## src/rtl/button_event_pkg.sv

```systemverilog
// button_event_pkg: shared types, board-clock defaults and counter sizing for the button event bank.
package button_event_pkg;
  localparam int DEF_DEBOUNCE_CYCLES = 1023;
  localparam int DEF_LONG_CYCLES = 2**24;
  localparam int DEF_REPEAT_CYCLES = 2**22;
  typedef struct packed {
    logic state;
    logic pressed;
    logic released;
    logic long_hold;
    logic rpt;
  } btn_event_t;
  function automatic int cnt_width(input int limit);
    return $clog2(limit + 1);
  endfunction
endpackage

```

## src/rtl/button_event_channel.sv

```systemverilog
// button_event_channel: one button - sync, debounce, press/release/long pulses, auto-repeat.
// Auto-repeat is built only when BUTTON_EVENT_AUTOREPEAT_EN is defined.
module button_event_channel
  import button_event_pkg::*;
#(
  parameter int DEBOUNCE_CYCLES = DEF_DEBOUNCE_CYCLES,
  parameter int LONG_CYCLES = DEF_LONG_CYCLES,
  parameter int REPEAT_CYCLES = DEF_REPEAT_CYCLES
) (
  input  logic       i_Clock,
  input  logic       i_Reset_n,
  input  logic       i_Button,
  output btn_event_t o_Event
);
  localparam int DW = cnt_width(DEBOUNCE_CYCLES);
  localparam int HW = cnt_width(LONG_CYCLES);
  logic [1:0] sync_q;
  logic [DW-1:0] dc_q, dc_d;
  logic [HW-1:0] hc_q, hc_d;
  btn_event_t ev_q, ev_d;
  logic s, mismatch, accept, held;
`ifdef BUTTON_EVENT_AUTOREPEAT_EN
  localparam int RW = cnt_width(REPEAT_CYCLES);
  logic [RW-1:0] rc_q, rc_d;
  logic rep_on, rep_hit;
`endif
  always_comb begin
    s = sync_q[1];
    mismatch = s != ev_q.state;
    accept = mismatch && dc_q == DW'(DEBOUNCE_CYCLES - 1);
    held = ev_q.state && !accept;
    dc_d = (mismatch && !accept) ? dc_q + DW'(1) : '0;
    hc_d = !held ? '0 : (hc_q == HW'(LONG_CYCLES)) ? hc_q : hc_q + HW'(1);
    ev_d.state = accept ? s : ev_q.state;
    ev_d.pressed = accept && s;
    ev_d.released = accept && !s;
    ev_d.long_hold = held && hc_q == HW'(LONG_CYCLES - 1);
`ifdef BUTTON_EVENT_AUTOREPEAT_EN
    rep_on = held && hc_q == HW'(LONG_CYCLES);
    rep_hit = rep_on && rc_q == RW'(REPEAT_CYCLES - 1);
    rc_d = (rep_on && !rep_hit) ? rc_q + RW'(1) : '0;
    ev_d.rpt = rep_hit;
`else
    ev_d.rpt = REPEAT_CYCLES < 0;
`endif
  end
  always_ff @(posedge i_Clock or negedge i_Reset_n)
    if (!i_Reset_n) begin
      sync_q <= '0;
      dc_q <= '0;
      hc_q <= '0;
      ev_q <= '0;
    end else begin
      sync_q <= {sync_q[0], i_Button};
      dc_q <= dc_d;
      hc_q <= hc_d;
      ev_q <= ev_d;
    end
`ifdef BUTTON_EVENT_AUTOREPEAT_EN
  always_ff @(posedge i_Clock or negedge i_Reset_n)
    if (!i_Reset_n) rc_q <= '0;
    else rc_q <= rc_d;
`endif
  assign o_Event = ev_q;
endmodule

```

## src/rtl/button_event_bank.sv

```systemverilog
// button_event_bank: N independent debounced push-button channels with event pulses.
// o_Repeat is live only when BUTTON_EVENT_AUTOREPEAT_EN is defined.
module button_event_bank
  import button_event_pkg::*;
#(
  parameter int N_CHANNELS = 4,
  parameter int DEBOUNCE_CYCLES = DEF_DEBOUNCE_CYCLES,
  parameter int LONG_CYCLES = DEF_LONG_CYCLES,
  parameter int REPEAT_CYCLES = DEF_REPEAT_CYCLES
) (
  input  logic                  i_Clock,
  input  logic                  i_Reset_n,
  input  logic [N_CHANNELS-1:0] i_Buttons,
  output logic [N_CHANNELS-1:0] o_State,
  output logic [N_CHANNELS-1:0] o_Pressed,
  output logic [N_CHANNELS-1:0] o_Released,
  output logic [N_CHANNELS-1:0] o_Long,
  output logic [N_CHANNELS-1:0] o_Repeat
);
  for (genvar c = 0; c < N_CHANNELS; c++) begin : g_ch
    btn_event_t ev;
    button_event_channel #(
      .DEBOUNCE_CYCLES(DEBOUNCE_CYCLES),
      .LONG_CYCLES(LONG_CYCLES),
      .REPEAT_CYCLES(REPEAT_CYCLES)
    ) u_ch (
      .i_Clock(i_Clock),
      .i_Reset_n(i_Reset_n),
      .i_Button(i_Buttons[c]),
      .o_Event(ev)
    );
    assign o_State[c] = ev.state;
    assign o_Pressed[c] = ev.pressed;
    assign o_Released[c] = ev.released;
    assign o_Long[c] = ev.long_hold;
    assign o_Repeat[c] = ev.rpt;
  end
endmodule
```

## config.mk

```make
export PLATFORM = sky130hd
export DESIGN_NAME = button_event_bank
export DESIGN_NICKNAME = d
export VERILOG_FILES = /design/src/rtl/button_event_pkg.sv /design/src/rtl/button_event_channel.sv /design/src/rtl/button_event_bank.sv
export SDC_FILE = /design/constraint.sdc
export NUM_CORES = 1
export LEC_CHECK = 0
export ABC_AREA = 1
export BUFFER_PORTS_ARGS = -buffer_cell sky130_fd_sc_hd__buf_2
export CAP_MARGIN = 15
export CORE_UTILIZATION = 60
export CTS_CLUSTER_DIAMETER = 80
export DETAILED_ROUTE_END_ITERATION = 10
export PLACE_DENSITY = 0.85
export RECOVER_POWER = 25
export SLEW_MARGIN = 20
export SYNTH_ARGS = -nofsm -noshare
export SYNTH_HDL_FRONTEND = slang
export SYNTH_SLANG_ARGS = --single-unit
```

## constraint.sdc

```tcl
create_clock -name i_Clock -period 3 [get_ports i_Clock]
set_clock_uncertainty 0.05 [all_clocks]
set_input_delay 0.3 -clock i_Clock [delete_from_list [all_inputs] [get_ports i_Clock]]
set_output_delay 0.3 -clock i_Clock [all_outputs]
set_load 0.02 [all_outputs]
```

# Yosys cells after proc, flatten, opt, wreduce, memory -nomap -nowiden
# Cells that the tools add are included.
[totals]
regBits = 164
inputBits = 6
elab_cells = 100
[op_classes]
reduce_logical = 32
add_sub_neg = 8
n_eq_ne = 20
muxes = 12
[ops]
columns = ["cell", "n"]
rows = [
  ["two-way mux 25 bit", 8],
  ["adder 25 x 1 -> 25 bit (second input constant)", 4],
  ["equality test 25 x 24 -> 1 bit (second input constant)", 4],
  ["equality test 25 bit (second input constant)", 4],
  ["adder 10 x 1 -> 10 bit (second input constant)", 4],
  ["equality test 10 bit (second input constant)", 4],
  ["two-way mux 10 bit", 4],
  ["logical AND 1 bit", 24],
  ["zero test 1 bit", 8],
  ["!= test 2 bit (second input constant)", 4],
  ["!= test 1 bit", 4],
]

# Depth between registers and ports, before layout
# Gate-level depths: netlist of the first run.
[logic_depth]
word_depth = 5
ltp_mapped = 10
ltp_nobuf = 10

# Hierarchy
# A second synthesis of the first run with hierarchy kept.
[hier_totals]
cells_unflattened = 1278
hier_area_um2 = 9550.4
[modules_own_cells]
columns = ["module", "n_inst", "area_each_um2", "cells_per_inst"]
rows = [
  ["button_event_channel at g_ch[0].u_ch ...", 3, 2394.8, 319],
  ["button_event_channel at g_ch[1].u_ch", 1, 2366.0, 321],
]

# Worst setup path before layout of the first run
# No wires, ideal clock.
[synth_timing]
kind = "reg2reg"
start = "register g_ch[0].u_ch.hc_q[0]"
end = "register g_ch[0].u_ch.hc_q[14]"
arrival_time_ns = 1.334
path_slack_ns = 1.499
setup_time_ns = 0.117
path_stages_with_launch = 9
required_time_ns = 2.833
synth_period_minus_slack_ns = 1.501
cell_sequence = "dfrtp_1 > ha_1 > nand3_1 > inv_1 > nand3_1 > nor2_1 > nand2_1 > nand2_1 > nor2_1"
[synth_between]
elab_chain_len = 3
word_cells_on_any_way = 5
[synth_lines]
columns = ["item", "line", "source"]
rows = [
  ["start, declared", "button_event_channel.sv:19", "logic [HW-1:0] hc_q, hc_d;"],
  ["start signal, assigned", "button_event_channel.sv:51", "hc_q <= '0;"],
  ["start signal, assigned", "button_event_channel.sv:56", "hc_q <= hc_d;"],
  ["adder 25 x 1 -> 25 bit", "button_event_channel.sv:33", "hc_d = !held ? '0 : (hc_q == HW'(LONG_CYCLES)) ? hc_q : hc_q + HW'(1);"],
  ["two-way mux 25 bit (2 in series)", "button_event_channel.sv:33", ""],
]
# Several ways; a longest one is shown, not always the timed one. The select of a mux whose other input is x is not followed.
# A chain may end at the register's enable or synchronous reset.

# Final worst setup path of the first run
[layout_timing]
start = "register g_ch[2].u_ch.dc_q[0]"
end = "register g_ch[2].u_ch.hc_q[16]"
[layout_between]
elab_chain_len = 5
word_cells_on_any_way = 6
[layout_lines]
columns = ["item", "line", "source"]
rows = [
  ["start, declared", "button_event_channel.sv:18", "logic [DW-1:0] dc_q, dc_d;"],
  ["start signal, assigned", "button_event_channel.sv:50", "dc_q <= '0;"],
  ["start signal, assigned", "button_event_channel.sv:55", "dc_q <= dc_d;"],
  ["equality test 10 bit (*)", "button_event_channel.sv:30", "accept = mismatch && dc_q == DW'(DEBOUNCE_CYCLES - 1);"],
  ["logical AND 1 bit (*)", "button_event_channel.sv:30", ""],
  ["zero test 1 bit (*)", "button_event_channel.sv:31", "held = ev_q.state && !accept;"],
  ["logical AND 1 bit (*)", "button_event_channel.sv:31", ""],
  ["!= test 2 bit (no source line) or two-way mux 25 bit (tied branches)", "n/a", ""],
  ["end signal, assigned", "button_event_channel.sv:51", ""],
  ["end signal, assigned", "button_event_channel.sv:56", ""],
  ["end, declared", "button_event_channel.sv:19", ""],
]
# Mark *: on every way between the ends. The rest lies on a longest branch, timed or not.

==> flow_summary.json, run 1 <==
{
  "antenna_found_initial": 0,
  "slew_headroom": 0.500,
  "worst_slack_ns": 1.07,
  "ir_drop_v": 0.000466,
  "initial_core_util": 0.611,
  "grt.met1_usage": 0.342,
  "grt_max_degree": 78,
  "grt_pass1_wl_mm": 34.9,
  "placed_area_mm2": 0.00958,
  "clk_path_buf_depth": 2,
  "fill_cells": 1226,
  "switchingPower_uw": 993,
  "grt_pass1_vias": 7885,
  "numCtsBuffers": 17,
  "ys_ff_latch": 164,
  "gr-usage-met3": 0.0573,
  "io_buffers": 21,
  "critPathCaptureType": "flop",
  "areaGrowthSynthToFinish_pct": 10.8,
  "die-area_mm2": 0.0159,
  "clk_latency_ns": 0.44,
  "hold_ws_ns": 0.297,
  "ys_seq_area_frac": 0.443,
  "post-cts-setup-buffers": 0,
  "grt.overflow.total": 0,
  "worstMarginPinSlew_ns": 0.751,
  "postLayoutCoreUtil": 0.677,
  "wl_mm": 20.2,
  "fin_cells": 1564,
  "setup_viol": 0,
  "yosys.cell_types.count": 33,
  "slew_viol_final": 0,
  "slowest_delay_ns": 0.45,
  "antenna_left": 0,
  "cts_max_level": 4,
  "nets": 1385,
  "place_ws_ns": 1.16,
  "drt_iter0_drc": 847,
  "p_int_mw": 3.66,
  "drc": 0,
  "crit_path_start_kind": "flop",
  "swShare": 0.214,
  "busiest_layer": "met2",
  "final_area_mm2": 0.0103,
  "groute.usage.overall": 0.273,
  "finalHoldViolations": 0,
  "cts_sinks": 164,
  "num_rows": 45,
  "synth.cell_area_mm2": 0.00926,
  "seq_power_share": 0.483,
  "critPathKind": "flop to flop",
  "r2r_slack_ns": 1.07,
  "pin_count": 26,
  "tns_ns": 0,
  "place_inst": 1527,
  "synth_cells": 1325,
  "ys_warn_count": 0,
  "use_met2": 0.463,
  "power.leakage_nw": 4.53,
  "rsz0062_at_grt": "false",
  "comb_power_share": 0.022,
  "crit_fanout": 17,
  "place.gp.congestion": 0.966,
  "cts_tree": "done",
  "crit_path_top_delay_cell": "dfrtp_1",
  "diodes": 0,
  "fp.dieW_um": 126,
  "synth_top_area_cell": "dfrtp_1",
  "hold_path_class": "flop to flop",
  "fp.coreArea_mm2": 0.0151,
  "path_cells": "inv_1 -> ha_1 -> nand3_1 -> nor2_1 -> nand3_1 -> nand2_2 -> inv_1 -> o21ai_0 -> nor2_1",
  "crit_arrival_ns": 2.21,
  "cts_root_buffer": "clkbuf_16",
  "p_total_mw": 4.65,
  "p_clk_frac": 0.495,
  "wl_per_cell_um": 12.9,
  "num_vias": 8381,
  "status": "finished clean",
  "post-dp-hpwl_mm": 14.0,
  "power_density_mw_per_mm2": 453,
  "period_share": 0.643,
  "drt_first_pass_iters": 6,
  "drive_gt1_frac": 0.0625,
  "synth_area_per_cell_um2": 6.99,
  "maxCapViolations": 0,
  "yosys-top-cells-area": "dfrtp_1 (44%), nor2_1 (15%), nand2_1 (14%), inv_1 (5.2%), nand3_1 (4.9%)",
  "vias_per_cell": 5.36,
  "clk_pin_slew_worst_paths_ns": 0.06,
  "die_h_um": 126,
  "synth_top_area_share": 0.443,
  "finalCriticalPeriod_ns": 1.93,
  "cp.required_ns": 3.28,
  "clock.fmax_mhz": 518
}
## routing by layer
| layer | wire, um | vias up |
|---|---|---|
| li1 | - | 4195 |
| met1 | 8790 | 3902 |
| met2 | 10000 | 241 |
| met3 | 979 | 43 |
| met4 | 409 | 0 |
| met5 | 0 | - |
## sequential cells by signal, summed over array words and instances, names as in the netlist
register	cells
g_ch.u_ch.o_Event	16
g_ch.u_ch.hc_q	100
g_ch.u_ch.dc_q	40
g_ch.u_ch.sync_q	8
## cells in the mapped netlist
cell type,n
ha_1,16
nand3_1,90
buf_2,7
o21bai_1,1
xnor2_1,15
nor3_1,47
nor2_4,6
or2_2,5
nand2_2,7
xor2_1,21
nand3_2,1
nand4_1,8
and2_1,3
buf_4,6
conb_1,1
o211ai_1,1
nand3b_1,1
nor2_1,380
nor2_2,5
nand2_1,355
buf_6,1
o21ai_0,10
inv_1,129
and3_1,2
nor3b_1,8
a21oi_1,26
dfrtp_1,164
o21ai_4,1
o21ai_2,2
nor4_1,1
and3_2,1
a31oi_1,3
nand3b_4,1
## cells by family (layout without fill, tap and decap cells)
family                   after synthesis  after routing  share of synthesized area
adder cells (fa/ha/maj)               16             16                     0.0216
flip-flops                           164            164                      0.443
XOR/XNOR                              36             36                     0.0341
buffers and inverters                143            191                     0.0622
AND/OR/NAND/NOR                      921            921                      0.412
other                                  1              4                   0.000405
AO/OA/AOI/OAI                         44             44                     0.0268
## final timing paths
| path | startpoint | cells after the start | to |
|---|---|---|---|
| hold / removal | g_ch[0].u_ch.sync_q[0] | 0 | g_ch[0].u_ch.sync_q[1] |
| max in group asynchronous | i_Reset_n | 3 | g_ch[2].u_ch.hc_q[13] |
| hold reg to reg | g_ch[0].u_ch.sync_q[0] | 0 | g_ch[0].u_ch.sync_q[1] |
| setup reg to reg | g_ch[2].u_ch.dc_q[0] | 9 | g_ch[2].u_ch.hc_q[16] |
| min in group asynchronous | i_Reset_n | 2 | g_ch[1].u_ch.dc_q[7] |
| setup / recovery | g_ch[2].u_ch.dc_q[0] | 9 | g_ch[2].u_ch.hc_q[16] |
## layout by cell type (no fill, tap or decap), types with 2 or more instances in the layout
cell type,n
and3_1,2
a31oi_1,3
conb_1,4
xor2_1,21
nand2_1,355
o21ai_0,10
o21ai_2,2
nand4_1,8
or2_2,5
clkinv_2,2
bufinv_16,3
nor2_2,5
dlygate4sd3_1,5
nor3_1,47
buf_2,20
buf_12,2
nor2_4,6
inv_1,129
xnor2_1,15
nor2_1,380
a21oi_1,26
ha_1,16
clkbuf_16,17
nand2_2,7
nor3b_1,8
inv_6,2
dfrtp_1,164
clkinvlp_4,4
clkbuf_8,4
nand3_1,90
and2_1,3
buf_4,2
## repair_timing
action                                  CTS  global route
hold endpoints to repair                 79             0
endpoints found under the setup margin    0             0
hold buffers                              5             0
resized for setup                         0             0
## power groups by stage
stage,clock [mW],sequential (mW),combinational [mW]
finish,2.30,2.25,0.103
global placement,0,2.29,0.0974
global route,2.43,2.25,0.121
floorplan,0,2.28,0.0407
CTS,2.35,2.25,0.106
detailed placement,0,2.29,0.101
## critical path, delay by kind of cell (launching register included)
family	cells	cell delay, ns
AO/OA/AOI/OAI	1	0.14
adder cells (fa/ha/maj)	1	0.17
buffers and inverters	2	0.38
flip-flops	1	0.45
AND/OR/NAND/NOR	5	0.63
## layout make-up
cell class | count | area, um2 | area share
Multi-Input combinational cell | 1021 | 4590 | 0.447
Tap cell | 188 | 235 | 0.0229
Clock buffer | 21 | 480 | 0.0468
Timing Repair Buffer | 30 | 216 | 0.0211
Inverter | 129 | 484 | 0.0472
Sequential cell | 164 | 4100 | 0.400
Clock inverter | 11 | 148 | 0.0144
Power figures use the tool's default switching activity.
==> run 2, diff against run 1 <==
--- a/config.mk
+++ b/config.mk
@@ -5,7 +5,7 @@
 export SDC_FILE = /design/constraint.sdc
 export NUM_CORES = 1
 export LEC_CHECK = 0
-export ABC_AREA = 1
+export ABC_AREA = 0
 export BUFFER_PORTS_ARGS = -buffer_cell sky130_fd_sc_hd__buf_2
 export CAP_MARGIN = 15
 export CORE_UTILIZATION = 60
==> constraint.sdc (replaced) <==
create_clock -name i_Clock -period 1.82 [get_ports i_Clock]
set_clock_uncertainty 0.05 [all_clocks]
set_input_delay 0.182 -clock i_Clock [delete_from_list [all_inputs] [get_ports i_Clock]]
set_output_delay 0.182 -clock i_Clock [all_outputs]
set_load 0.02 [all_outputs]
==> flow_summary.json, run 2 <==
{
  "fill_cells": 789,
  "num_rows": 41,
  "yosys.cell_types.count": 42,
  "cts_sinks": 164,
  "power_density_mw_per_mm2": 746,
  "hold_path_class": "flop to flop",
  "fp.coreArea_mm2": 0.0128,
  "slew_viol_final": 0,
  "period_share": 1.05,
  "whs_path_depth": 0,
  "drc": 0,
  "vias_per_cell": 6.09,
  "cp.required_ns": 2.13,
  "nets": 946,
  "finalCriticalPeriod_ns": 1.90,
  "synth_top_area_cell": "dfrtp_1",
  "clk_path_buf_depth": 2,
  "ys_ff_latch": 164,
  "place_ws_ns": -0.191,
  "crit_top_cell": "or4_4",
  "place.gp.congestion": 0.895,
  "ff2ff_path_depth": 5,
  "synth_top_area_share": 0.511,
  "status": "finished, violations left",
  "clk_pin_slew_worst_paths_ns": 0.06,
  "rsz0062_at_grt": "true",
  "final_cell_mix": "dfrtp_1 (157), nor2_1 (94), buf_4 (74)",
  "wl_mm": 18.7,
  "synth_ff_type": "dfrtp_1",
  "ir_drop_v": 0.000751,
  "crit_buf_inv": 0,
  "grt_pass1_vias": 6835,
  "slowest_delay_ns": 0.50,
  "pin_count": 26,
  "cp_top_family": "simple AND/OR/NAND/NOR gates",
  "path_depth": 5,
  "largest_reg_flops": 100,
  "grt_pass1_wl_mm": 30.9,
  "wl_per_cell_um": 16.9,
  "seq_area_mm2": 0.00411,
  "ys_async_sr_fraction": 1.00,
  "ys_warn_count": 0,
  "slew_headroom": 0.171,
  "die_h_um": 118,
  "cts_tree": "done",
  "multi_input_area_mm2": 0.00405,
  "critPathKind": "flop to flop",
  "placed_area_mm2": 0.00885,
  "worstMarginPinSlew_ns": 1.24,
  "num_vias": 6751,
  "clock.fmax_mhz": 525,
  "drt_first_pass_iters": 5,
  "path_cells": "ha_2 -> nand4_1 -> or4_4 -> or4_4 -> a21oi_2",
  "finalHoldViolations": 0,
  "worst_slack_ns": -0.0841,
  "areaGrowthSynthToFinish_pct": 22.9,
  "tns_ns": -0.235,
  "p_total_mw": 7.36,
  "postLayoutCoreUtil": 0.769,
  "yosys-top-cells-area": "dfrtp_1 (51%), xor2_1 (5.8%), nor2_1 (4.5%), a21oi_1 (3.2%), nand3_1 (3.1%)",
  "numCtsBuffers": 17,
  "synth_cells": 819,
  "io_buffers": 21,
  "groute.usage.overall": 0.272,
  "crit_path_top_delay_cell": "or4_4",
  "antenna_found_initial": 0,
  "grt_max_degree": 54,
  "clk_latency_ns": 0.43,
  "fp.dieW_um": 118,
  "grt.overflow.total": 0,
  "yosysMostFrequentCell": "dfrtp_1",
  "die-area_mm2": 0.0138,
  "cts_max_level": 4,
  "largest-register": "g_ch.u_ch.hc_q",
  "crit_path_start_kind": "flop",
  "violations": "setup timing",
  "synth_common_cells": "dfrtp_1 (164), nor2_1 (96), xor2_1 (53)",
  "drt_iter0_drc": 580,
  "setup_viol": 6,
  "antenna_left": 0,
  "crit_fanout": 5,
  "crit_arrival_ns": 2.21,
  "power.leakage_nw": 4.07,
  "maxCapViolations": 0,
  "drive_gt1_frac": 0.226,
  "cts_root_buffer": "clkbuf_16",
  "synth_area_per_cell_um2": 9.80,
  "synth.cell_area_mm2": 0.00803,
  "synth-edff-count": 0,
  "layout.cells.most_common": "dfrtp_1",
  "post-dp-hpwl_mm": 11.8,
  "diodes": 0,
  "ys_seq_area_frac": 0.511,
  "initial_core_util": 0.626,
  "final_area_mm2": 0.00986,
  "critPathCaptureType": "flop"
}
[run 2: worst paths after layout]
check	startpoint	endpoint	slack (ns)
worst min register to register	g_ch[1].u_ch.sync_q[0]	g_ch[1].u_ch.sync_q[1]	0.30
worst max register to register	g_ch[3].u_ch.hc_q[0]	g_ch[3].u_ch.hc_q[22]	-0.08
worst max-delay path	g_ch[3].u_ch.hc_q[0]	g_ch[3].u_ch.hc_q[22]	-0.08
max in group asynchronous	i_Reset_n	g_ch[0].u_ch.o_Event[4]	0.25
worst min-delay path	g_ch[1].u_ch.sync_q[0]	g_ch[1].u_ch.sync_q[1]	0.30
min in group asynchronous	i_Reset_n	g_ch[0].u_ch.hc_q[16]	0.50
[run 2: repair_timing]
item	in CTS	in global routing
hold buffers	5	0
buffers inserted	4	9
resized for setup	13	70
endpoints found under the hold margin	44	0
cloned	1	0
setup endpoints to repair	13	59
pin swaps	2	13
[run 2: final cells by class]
type / instances / area share
Clock buffer: 20 / 0.0443
Clock inverter: 11 / 0.0128
Inverter: 23 / 0.00875
Multi-Input combinational cell: 609 / 0.410
Sequential cell: 164 / 0.417
Tap cell: 172 / 0.0218
Timing Repair Buffer: 109 / 0.0852
[run 2: per-stage QoR]
| stage | instances | hold slack (ns) |
|---|---|---|
| after CTS | 1099 | 0.215 |
| after detailed placement | 1058 | 0.0964 |
| final | 1108 | 0.302 |
| after global routing | 1108 | 0.318 |
| after global placement | 1058 | 0.0894 |
| after floorplan | 822 | -0.164 |
[run 2: cells by family (layout without fill, tap and decap cells)]
family                     count (synthesis)  count (layout)  share of synthesized area
other                                      1               4                   0.000467
and+or+nand+nor                          390             391                      0.264
xor gates and xnor gates                  79              79                     0.0862
AOI/OAI and AO/OA                        112             112                     0.0773
adders and majority gates                 16              16                     0.0249
buffers and inverters                     50             163                     0.0265
DFF                                      164             164                      0.511
muxes                                      7               7                    0.00951
[run 2: power breakdown]
| group | leakage [nW] | switching [mW] | internal, mW |
|---|---|---|---|
| clock network | 0.263 | 1.46 | 2.02 |
| logic | 1.56 | 0.122 | 0.0486 |
| registers | 2.25 | 0.0330 | 3.68 |
[run 2: routing by layer]
metal | track usage | wire length (um) | vias to the layer above | share of wire
met1 | 0.330 | 7700 | 3378 | 0.41
li1 | - | - | 3150 | -
met4 | 0.109 | 338 | 0 | 0.018
met5 | 0 | 0 | - | 0
met3 | 0.0518 | 651 | 39 | 0.035
met2 | 0.475 | 10000 | 184 | 0.54
==> run 3, diff against run 2 <==
--- a/config.mk
+++ b/config.mk
@@ -5,9 +5,10 @@
 export SDC_FILE = /design/constraint.sdc
 export NUM_CORES = 1
 export LEC_CHECK = 0
-export ABC_AREA = 0
+export ABC_AREA = 1
 export BUFFER_PORTS_ARGS = -buffer_cell sky130_fd_sc_hd__buf_2
 export CAP_MARGIN = 15
+export CORE_MARGIN = 3
 export CORE_UTILIZATION = 60
 export CTS_CLUSTER_DIAMETER = 80
 export DETAILED_ROUTE_END_ITERATION = 10
==> flow_summary.json, run 3 (same netlist as run 1, synthesis figures left out) <==
{
  "final_cell_mix": "nor2_1 (379), nand2_1 (354), dfrtp_1 (164)",
  "place_ws_ns": 0.173,
  "clk_latency_ns": 0.43,
  "cts_tree": "done",
  "largest-register": "g_ch.u_ch.hc_q",
  "antenna_found_initial": 0,
  "cp.required_ns": 2.11,
  "maxCapViolations": 0,
  "seq_area_mm2": 0.00410,
  "multi_input_area_mm2": 0.00460,
  "fill_cells": 1236,
  "crit_path_top_delay_cell": "dfrtp_1",
  "drt_first_pass_iters": 7,
  "path_cells": "ha_2 -> nand2_2 -> nor2_2 -> nand2_2 -> nor2_4 -> nand3_1 -> nor3_1",
  "grt_max_degree": 45,
  "critPathKind": "flop to flop",
  "num_vias": 8369,
  "ir_drop_v": 0.000750,
  "fp.dieW_um": 130,
  "post-dp-hpwl_mm": 14.5,
  "grt.met1_usage": 0.330,
  "numCtsBuffers": 17,
  "cts_root_buffer": "clkbuf_16",
  "crit_path_start_kind": "flop",
  "nets": 1391,
  "placed_area_mm2": 0.00964,
  "status": "finished clean",
  "slowest_delay_ns": 0.42,
  "cts_sinks": 164,
  "fp.coreArea_mm2": 0.0148,
  "die-area_mm2": 0.0170,
  "vias_per_cell": 5.34,
  "fin_cells": 1567,
  "drc": 0,
  "layout.cells.most_common": "nor2_1",
  "tns_ns": 0,
  "setup_viol": 0,
  "areaGrowthSynthToFinish_pct": 11.4,
  "worstMarginPinSlew_ns": 1.08,
  "postLayoutCoreUtil": 0.697,
  "initial_core_util": 0.625,
  "finalCriticalPeriod_ns": 1.66,
  "crit_fanout": 6,
  "finalHoldViolations": 0,
  "power_density_mw_per_mm2": 738,
  "die_h_um": 130,
  "largest_reg_flops": 100,
  "wl_mm": 20.5,
  "worst_slack_ns": 0.159,
  "groute.usage.overall": 0.258,
  "grt_pass1_vias": 7926,
  "clk_path_buf_depth": 2,
  "clock.fmax_mhz": 602,
  "critPathCaptureType": "flop",
  "crit_top_cell": "nand2_2",
  "pin_count": 26,
  "drt_iter0_drc": 784,
  "grt.overflow.total": 0,
  "wl_per_cell_um": 13.1,
  "use_met2": 0.441,
  "gr-usage-met3": 0.0528,
  "grt_pass1_wl_mm": 35.5,
  "slew_viol_final": 0,
  "period_share": 0.913,
  "clk_pin_slew_worst_paths_ns": 0.07,
  "busiest_layer": "met2",
  "hold_path_class": "flop to flop",
  "cts_max_level": 4,
  "power.leakage_nw": 4.54,
  "io_buffers": 21,
  "final_area_mm2": 0.0103,
  "place_inst": 1529,
  "antenna_left": 0,
  "rsz0062_at_grt": "false",
  "drive_gt1_frac": 0.0702,
  "num_rows": 44,
  "crit_arrival_ns": 1.95,
  "post-cts-setup-buffers": 0,
  "place.gp.congestion": 0.940,
  "slew_headroom": 0.280
}
run 3: changes by cell type in the layout (fill, tap and decap cells not counted), sizes merged, moves of 32 or more:
| cell | change |
|---|---|
| buf | -71 |
| inv | +106 |
| nand2 | +311 |
| nand3 | +41 |
| nand4 | -32 |
| nor2 | +295 |
| xor2 | -32 |
run 3: path summary, 6_finish.rpt:
kind                                        startpoint                       to  slack (ns)  cells after the start
worst min-delay path            g_ch[3].u_ch.sync_q[0]   g_ch[3].u_ch.sync_q[1]        0.30                      0
worst max-delay path              g_ch[1].u_ch.hc_q[0]  g_ch[1].u_ch.o_Event[1]        0.16                      7
worst max register to register    g_ch[1].u_ch.hc_q[0]  g_ch[1].u_ch.o_Event[1]        0.16                      7
max in group asynchronous                    i_Reset_n     g_ch[1].u_ch.hc_q[8]        0.34                      3
min in group asynchronous                    i_Reset_n    g_ch[0].u_ch.hc_q[18]        0.44                      2
worst min register to register  g_ch[3].u_ch.sync_q[0]   g_ch[3].u_ch.sync_q[1]        0.30                      0
run 3: per-layer routing:
metal,vias to the layer above,wire (um)
li1,4214,-
met1,3860,9110
met2,256,10100
met3,39,1010
met4,0,301
met5,-,0
run 3: final cells by class:
class                           count  area share
Inverter                          129      0.0473
Tap cell                          184      0.0223
Clock inverter                     14      0.0170
Clock buffer                       18      0.0426
Timing Repair Buffer               36      0.0263
Multi-Input combinational cell   1021       0.446
Sequential cell                   164       0.398
Antenna cell                        1    0.000243
run 3: timing repair:
item | 4_1_cts | 5_1_grt
hold buffers | 5 | 0
gates resized for setup | 0 | 6
endpoints found under the setup margin | 0 | 10
endpoints found under the hold margin | 139 | 0
run 3: power by group:
group	total (mW)	leakage (nW)	internal, mW	switching [mW]
clock	3.75	0.294	2.21	1.54
combinational	0.166	1.98	0.0459	0.120
sequential	3.70	2.26	3.68	0.0272
total	7.62	4.54	5.93	1.69
run 3: critical path: cells and delay by family, from the launching register on:
family | cells | cell delay, ns
adder cells (fa/ha/maj) | 1 | 0.27
AND/OR/NAND/NOR | 6 | 0.83
flip-flops | 1 | 0.42
run 3: stage by stage:
stage               power, mW  hold slack, ns
floorplan                3.83          -0.164
global placement         3.93          0.0750
detailed placement       3.94          0.0789
CTS                      7.68           0.181
global route             7.87           0.311
finish                   7.62           0.300
